$ cat config.mk
export PLATFORM = sky130hd
export DESIGN_NAME = col_fifo_param
export DESIGN_NICKNAME = d
export VERILOG_FILES = /design/src/rtl/col_fifo_param.sv
export SDC_FILE = /design/constraint.sdc
export NUM_CORES = 1
export LEC_CHECK = 0
export ABC_AREA = 0
export BUFFER_PORTS_ARGS = -buffer_cell sky130_fd_sc_hd__buf_2
export CAP_MARGIN = 5
export CORE_ASPECT_RATIO = 1.5
export CORE_UTILIZATION = 53
export CTS_BUF_LIST = sky130_fd_sc_hd__clkbuf_16
export CTS_CLUSTER_SIZE = 16
export DETAILED_ROUTE_END_ITERATION = 8
export PLACE_DENSITY = 0.87
export SLEW_MARGIN = 10
export SYNTH_ARGS = -nofsm -noshare
export SYNTH_HDL_FRONTEND = slang
export SYNTH_SLANG_ARGS = --single-unit
$ cat constraint.sdc
create_clock -name clk_40MHz -period 3.35 [get_ports clk_40MHz]
set_clock_uncertainty 0.05 [all_clocks]
set_input_delay 0.1675 -clock clk_40MHz [delete_from_list [all_inputs] [get_ports clk_40MHz]]
set_output_delay 0.1675 -clock clk_40MHz [all_outputs]
set_load 0.005 [all_outputs]
$ cat src/rtl/col_fifo_param.sv
// col_fifo_param: column-readout FIFO between the hit collector and the readout arbiter.
// Circular buffer with a registered read port. All-zero words are never stored, and an
// optional filter drops a word equal to the last accepted one. Flags are derived from the pointers.
// Optional feature macro: COL_FIFO_DROP_CNT_EN adds an 8-bit saturating count of full-rejects.
module col_fifo_param #(
  parameter int DW        = 28,
  parameter int DEPTH     = 4,
  parameter int AF_THRESH = DEPTH - 1,
  parameter int DEDUP     = 1,
  localparam int AW       = $clog2(DEPTH)
) (
  input  logic          clk_40MHz,
  input  logic          rst,
  input  logic          wr_en,
  input  logic [DW-1:0] wr_data,
  input  logic          rd_en,
  input  logic          ovf_clr,
  output logic [DW-1:0] rd_data,
  output logic          rd_valid,
  output logic          full,
  output logic          empty,
  output logic          almost_full,
  output logic [AW:0]   level,
  output logic          overflow
`ifdef COL_FIFO_DROP_CNT_EN
  ,
  output logic [7:0]    drop_cnt
`endif
);

  localparam logic [AW:0] DEPTH_L = (AW+1)'(DEPTH);
  localparam logic [AW:0] AF_L    = (AW+1)'(AF_THRESH);

  logic [DW-1:0] mem [DEPTH];
  logic [AW:0]   wr_ptr, rd_ptr;
  logic [DW-1:0] last_wr;
  logic          nz, dup, acc, rej, pop;

  // Occupancy and flags come straight from the free-running pointers.
  assign level       = wr_ptr - rd_ptr;
  assign full        = (level == DEPTH_L);
  assign empty       = (level == '0);
  assign almost_full = (level >= AF_L);

  // A duplicate drop takes priority over a full-reject so it is never reported as overflow.
  assign nz  = |wr_data;
  assign dup = (DEDUP != 0) && (wr_data == last_wr);
  assign acc = wr_en & nz & ~full & ~dup;
  assign rej = wr_en & nz & full & ~dup;
  assign pop = rd_en & ~empty;

  // Storage array: not reset, contents are only meaningful between the pointers.
  always_ff @(posedge clk_40MHz) begin
    if (acc) mem[wr_ptr[AW-1:0]] <= wr_data;
  end

  // Pointers and last-accepted word; a reset discards everything stored.
  always_ff @(posedge clk_40MHz) begin
    if (rst) begin
      wr_ptr  <= '0;
      rd_ptr  <= '0;
      last_wr <= '0;
    end else begin
      if (acc) begin
        wr_ptr  <= wr_ptr + 1'b1;
        last_wr <= wr_data;
      end
      if (pop) rd_ptr <= rd_ptr + 1'b1;
    end
  end

  // Registered read port; zero on idle cycles so the arbiter sees "no data".
  always_ff @(posedge clk_40MHz) begin
    if (rst) begin
      rd_data  <= '0;
      rd_valid <= 1'b0;
    end else if (pop) begin
      rd_data  <= mem[rd_ptr[AW-1:0]];
      rd_valid <= 1'b1;
    end else begin
      rd_data  <= '0;
      rd_valid <= 1'b0;
    end
  end

  // Sticky overflow; a reject in the same cycle as a clear keeps the flag set.
  always_ff @(posedge clk_40MHz) begin
    if (rst)          overflow <= 1'b0;
    else if (rej)     overflow <= 1'b1;
    else if (ovf_clr) overflow <= 1'b0;
  end

`ifdef COL_FIFO_DROP_CNT_EN
  // Saturating full-reject counter; a clear coinciding with a reject restarts at one.
  always_ff @(posedge clk_40MHz) begin
    if (rst)                  drop_cnt <= '0;
    else if (rej && ovf_clr)  drop_cnt <= 8'd1;
    else if (rej)             drop_cnt <= (drop_cnt == 8'hFF) ? drop_cnt : drop_cnt + 8'd1;
    else if (ovf_clr)         drop_cnt <= '0;
  end
`endif

endmodule

==> results of run 1 <==
cell families (layout without fill, tap and decap cells):
group | count (synthesis) | count (layout)
adder cells (fa/ha/maj) | 7 | 7
XOR/XNOR | 31 | 31
flip-flops | 176 | 176
buffers and inverters | 27 | 139
AND/OR/NAND/NOR | 121 | 121
AO/OA/AOI/OAI | 9 | 9
multiplexers | 60 | 60
final cells by class:
cell class / instances / area share (%)
well taps: 156 / 2.371
inverters: 8 / 0.3647
clock inverters: 15 / 1.809
repair buffers: 99 / 7.599
flip-flops and latches: 176 / 56.43
clock buffers: 17 / 5.167
multi-input cells: 228 / 26.26
cell usage after synthesis:
| library cell | count |
|---|---|
| nor3_1 | 1 |
| and2_1 | 3 |
| a21o_1 | 1 |
| o21ai_2 | 1 |
| a21oi_1 | 2 |
| mux4_2 | 28 |
| dfxtp_1 | 64 |
| buf_4 | 1 |
| ha_1 | 6 |
| nand2b_1 | 59 |
| nor4_2 | 1 |
| nor2_1 | 8 |
| o21ba_2 | 1 |
| nand2_2 | 1 |
| buf_6 | 3 |
| fa_1 | 1 |
| clkbuf_1 | 10 |
| nand4_1 | 8 |
| buf_2 | 5 |
| mux2i_1 | 30 |
| xor2_1 | 1 |
| a21oi_4 | 1 |
| or2_1 | 1 |
| nand3_1 | 1 |
| inv_1 | 8 |
| o2111ai_1 | 2 |
| o211ai_2 | 1 |
| edfxtp_1 | 112 |
| nor2b_1 | 31 |
| mux2_2 | 1 |
| nor4_1 | 7 |
| xnor3_2 | 1 |
| xnor2_1 | 29 |
| mux2_1 | 1 |
flip-flops by register name (all words and copies together), names as in the netlist:
register and flops:
last_wr 28, mem 112, overflow 1, rd_data 28, rd_ptr 3, rd_valid 1, wr_ptr 3
critical path, stage by stage (launching register included):
cell and delay (ns):
dfxtp_1 0.34, inv_1 0.14, ha_1 0.16, inv_1 0.05, fa_1 0.36, xnor3_2 0.30, nand2_2 0.12, o211ai_2 0.10
a21oi_4 0.24, and2_1 0.16, buf_4 0.41
power groups by stage:
stage | combinational [uW] | sequential, uW | clock, uW
floorplan | 947 | 2860 | 0
global placement | 1360 | 2850 | 0
detailed placement | 1390 | 2870 | 0
CTS | 1430 | 2830 | 1930
global route | 1530 | 2860 | 2010
finish | 1400 | 2830 | 1910
metal layers:
layer | wire length, um | share of wire (%) | up-vias | track usage [%]
li1 | - | - | 1765 | -
met1 | 5155 | 38 | 1927 | 25.56
met2 | 7271 | 53 | 140 | 37.11
met3 | 732 | 5.4 | 29 | 4.915
met4 | 501 | 3.7 | 0 | 14.45
met5 | 0 | 0 | - | 0
worst paths after layout:
check | end | start | slack (ns) | cells past startpoint
min | mem[2][2] | wr_data[2] | 0.02 | 1
min reg2reg | last_wr[23] | last_wr[23] | 0.44 | 2
max reg2reg | mem[1][11] | wr_ptr[0] | 0.53 | 10
max | mem[1][11] | wr_ptr[0] | 0.53 | 10
layout by cell type, fill, tap and decap left out, drive strengths merged, types with 2 or more instances in the layout:
master | Yosys | layout
mux2i | 30 | 30
dlygate4sd3 | 0 | 21
dfxtp | 64 | 64
xnor2 | 29 | 29
and2 | 3 | 3
ha | 6 | 6
clkinv | 0 | 3
mux2 | 2 | 2
a21oi | 3 | 3
clkinvlp | 0 | 4
buf | 9 | 78
inv | 8 | 15
nand4 | 8 | 8
clkbuf | 10 | 17
mux4 | 28 | 28
nor2b | 31 | 31
nor2 | 8 | 8
nor4 | 8 | 8
nand2b | 59 | 59
edfxtp | 112 | 112
o2111ai | 2 | 2
per-stage QoR:
stage / power (uW) / instance area, sq um
after CTS: 6192 / 8233
after floorplan: 3810 / 6940
after global routing: 6407 / 8233
after global placement: 4210 / 7448
after detailed placement: 4262 / 7448
final: 6142 / 8233
==> flow_summary.ini, run 1 <==
[cts]
htreeDepth = 4
clk_latency_ns = 0.43
root_buffer = clkbuf_16
cts_tree = yes
cts_made_buffers = 17
path_clk_slew_ns = 0.07
cts_sinks = 176
hold_buffers = 21
ctsResizeCount = 0
post-cts-setup-buffer-count = 0
cts.path.max_buffers = 2

[layout]
num-fill-cells = 866
area_growth_pct = 18.69
seqCellArea_sq_um = 4646
multiInputGateArea_sq_um = 2162
diodes = 0
drive_gt1_share_pct = 27.26
stdcell_count = 699
nNetsFinal = 570
final_core_util_pct = 65.15

[sta]
max_freq_mhz = 354.6
tightest_slew_ns = 0.6180
fin_crit_sh_pct = 84.18
maxSlewViolCount = 0
rsz0062_at_grt = no
finalHoldViolCount = 0
finalCriticalPeriod_ns = 2.820
worst_slack_ns = 0.5301
holdWs_ns = 0.01665
max-slew-margin-rel_pct = 58.48
setup_viol = 0
tns_ns = 0

[die]
coreArea_sq_um = 12640
die_x_um = 95.41
die_area_sq_um = 13560
start_util_pct = 54.89
rows = 50
fp.dieH_um = 142.1
pin_count = 69

[drt]
drt-total-wl_um = 13660
wl_per_cell_um = 19.54
drt-initial-drc-count = 234
ant_nets = 0
vias_per_cell = 5.524
vias = 3861
drcViolationCount = 0
first_pass_iters = 5

[min_path]
min_path_type = primary input to flop

[place]
dpl_worst_slack_ns = 0.5691
hpwlAfterDp_um = 8419
place_inst = 646
globalplace.congestion = 0.8106
portBuffers = 68

[synth]
yosysWarnings = 0
yosys-top-cells-area = edfxtp_1 (48%), dfxtp_1 (18%), mux4_2 (9.1%)
synth_top_family_by_area = multiplexers
syn_avg_cell_area_sq_um = 16.09
synth-simple-area-share_pct = 10.68
synth_cells = 431
synth_mux_area_share_pct = 13.74
synth_nets = 471
synth.top_cell.area_share_pct = 48.48
seq_area_frac_synth_pct = 66.96
netlist_area_sq_um = 6937
synthAdderAreaFrac_pct = 1.371
synth_compound_area_share_pct = 1.190
synth-seq-cells = 176
synth_cell_types = 34
yosysTopAreaCell = edfxtp_1
yosys.area_share.xor_xnor_pct = 4.131

[global_route]
grt_use_total_pct = 22.31
grt_pass1_wl_um = 21560
grt_overflow = 0
grt_max_degree = 68
grt_pass1_vias = 4198
antenna_found_initial = 0

[setup_path]
cp_max_fo = 28
crit_type = flop to flop
required_ns = 3.37
worstSetupEndpointType = flop
cp.arrival_ns = 2.84
start_kind = flop

[power]
p_clk_share_pct = 31.1
power_density_nw_per_um2 = 746.1
p_leak_uw = 0.002989
pwr-share-comb_pct = 22.8
sw_frac_of_total_pct = 27.66
switchingPower_uw = 1699
seqPwrFrac_pct = 46.1
p_int_uw = 4444
ir_drop_v = 0.0004148

[flow_run]
drv_cap = 0

[run_status]
outcome = completed
Note: power is estimated with default switching activity, not from simulation.
==> inputs of run 2 (changes only) <==
ABC_AREA = 1   (was 0)
CORE_UTILIZATION = 58   (was 53)
PLACE_DENSITY = 0.89   (was 0.87)
clock period = 2.7 ns   (was 3.35 ns; I/O delays follow)
==> flow_summary.ini, run 2 <==
[run_status]
outcome = completed

[setup_path]
cp_max_fo = 18
cp_cell_sequence = inv_1, ha_1, inv_1, fa_1, inv_1, nand2_2, nor2_8, nor2_8, nand2_8, buf_4, nand2_1, a21oi_1
worstSetupEndpointType = flop
slowest_stage = fa_1
crit_type = flop to flop
required_ns = 2.99
cp.arrival_ns = 2.86
critical_path.startpoint = wr_ptr[0]
start_kind = flop
cp_slowest_stage_delay_ns = 0.43
reg2reg_from = wr_ptr[0]
path_common_cell = inv_1

[cts]
cts_sinks = 176
hold_buffers = 30
ctsResizeCount = 0
root_buffer = clkbuf_16
cts_tree = yes
clk_latency_ns = 0.43
cts.path.max_buffers = 2
cts_made_buffers = 17
post-cts-setup-buffer-count = 0
path_clk_slew_ns = 0.07
htreeDepth = 4

[synth]
synth_ff_type = edfxtp_1
async_reset_ff_share_pct = 0
synth.top_cell.area_share_pct = 47.71
synth-edff-count = 112
seq_area_frac_synth_pct = 65.89
synth-seq-cells = 176
synth_cell_types = 30
netlist_area_sq_um = 7049
synth_cells = 665
synth_nets = 705
yosysTopAreaCell = edfxtp_1
yosys-top-cells-count = nor2_1 (141), edfxtp_1 (112), nand2_1 (84)
yosysWarnings = 0
syn_avg_cell_area_sq_um = 10.60
yosys-top-cells-area = edfxtp_1 (48%), dfxtp_1 (18%), nor2_1 (7.5%)
yosysMostFrequentCell = nor2_1

[drt]
ant_nets = 0
vias = 5347
wl_met3_um = 1242
met1_length_um = 6154
drt-total-wl_um = 16950
drcViolationCount = 0
wl_per_cell_um = 18.26
top_layer = met4
drt-initial-drc-count = 640
first_pass_iters = 5
route.met2.wl_um = 8690
vias_per_cell = 5.762

[power]
sw_frac_of_total_pct = 33.41
seqPwrFrac_pct = 41.8
pwr-share-comb_pct = 29.2
p_leak_uw = 0.003272
power.total_uw = 8602
ir_drop_v = 0.0007883
p_int_uw = 5728
switchingPower_uw = 2873
p_clk_share_pct = 29.0
power_density_nw_per_um2 = 1016

[global_route]
grt_overflow = 0
antenna_found_initial = 0
grt_pass1_vias = 5381
grt_use_total_pct = 27.75
grt_pass1_wl_um = 26300
grt_max_degree = 59

[layout]
mostFrequentLayoutCell = nor2_1
diodes = 0
area_growth_pct = 20.13
final_cell_mix = nor2_1 (137), edfxtp_1 (112), nand2_1 (83), buf_2 (68), dfxtp_1 (63)
num-fill-cells = 732
nNetsFinal = 802
multiInputGateArea_sq_um = 2111
seqCellArea_sq_um = 4646
largest_reg_flops = 112
drive_gt1_share_pct = 17.94

[die]
start_util_pct = 59.27
coreArea_sq_um = 11890
rows = 49
fp.dieH_um = 137.0
pin_count = 69
die_x_um = 92.02
die_area_sq_um = 12610

[min_path]
min_from = wr_en
min_path_type = primary input to flop

[sta]
max-slew-margin-rel_pct = 56.94
tightest_slew_ns = 0.6459
rsz0062_at_grt = no
setup_viol = 0
fin_crit_sh_pct = 95.26
maxSlewViolCount = 0
finalCriticalPeriod_ns = 2.572
holdWs_ns = 0.1072
tns_ns = 0
finalHoldViolCount = 0
max_freq_mhz = 388.8

[place]
portBuffers = 68
hpwlAfterDp_um = 9325
globalplace.congestion = 0.7961

[flow_run]
drv_cap = 0
## run 2: cell types whose count changed after synthesis, moves of 31 or more
cell and change:
nor2_1 +133, nand2_1 +84, nand2b_1 -59, o21ai_0 +57, a21oi_1 +52, nor2b_1 -31
## run 2: cell type report
cell class                 instances  share of cell area (%)
clock buffer                      17                   5.024
clock inverter                    15                   1.995
inverter                          34                   1.537
multi-input combinational        421                   24.93
sequential                       176                   54.86
tap                              153                   2.261
timing repair buffer             112                   9.397
## run 2: per-stage QoR
| stage | worst slack, ns | instances | utilization [%] | area (sq um) |
|---|---|---|---|---|
| floorplan | 0.03497 | 665 | - | 7083 |
| global placement | 0.3451 | 866 | 63.68 | 7574 |
| detailed placement | 0.2389 | 866 | 63.68 | 7574 |
| CTS | 0.1807 | 928 | 71.20 | 8468 |
| global route | 0.003246 | 928 | 71.20 | 8468 |
| finish | 0.1281 | 928 | 71.20 | 8468 |
## run 2: power groups by stage
stage / logic, uW / clock network [uW] / registers [uW]
after floorplan: 1660 / 0 / 3630
after global placement: 2260 / 0 / 3600
after detailed placement: 2380 / 0 / 3630
after CTS: 2480 / 2490 / 3590
after global routing: 2750 / 2590 / 3630
final: 2510 / 2500 / 3590
## run 2: worst max-delay path, delay by kind of cell (launching register included)
family,cells,cell delay (ns)
AOI/OAI and AO/OA,1,0.18
adders and majority gates,2,0.65
buffers and inverters,4,0.59
DFF,1,0.40
and+or+nand+nor,5,0.60
## run 2: cell families (layout without fill, tap and decap cells)
group	Yosys count	count (layout)	share of synthesized area, %
AND/OR/NAND/NOR	267	267	15.89
flip-flops	176	176	65.89
AO/OA/AOI/OAI	123	123	9.265
buffers and inverters	68	178	4.633
XOR/XNOR	24	24	2.982
adder cells (fa/ha/maj)	7	7	1.349
## run 2: final timing paths
kind | cells past startpoint | slack (ns) | endpoint
max | 12 | 0.13 | last_wr[20]
min reg2reg | 2 | 0.42 | overflow
min | 4 | 0.11 | overflow
max reg2reg | 12 | 0.13 | last_wr[20]
## run 2: layer usage
| metal | GRT usage (%) | vias up |
|---|---|---|
| met4 | 18.23 | 0 |
| met5 | 0 | - |
| met2 | 48.22 | 342 |
| met1 | 30.93 | 2503 |
| li1 | - | 2413 |
| met3 | 5.389 | 89 |
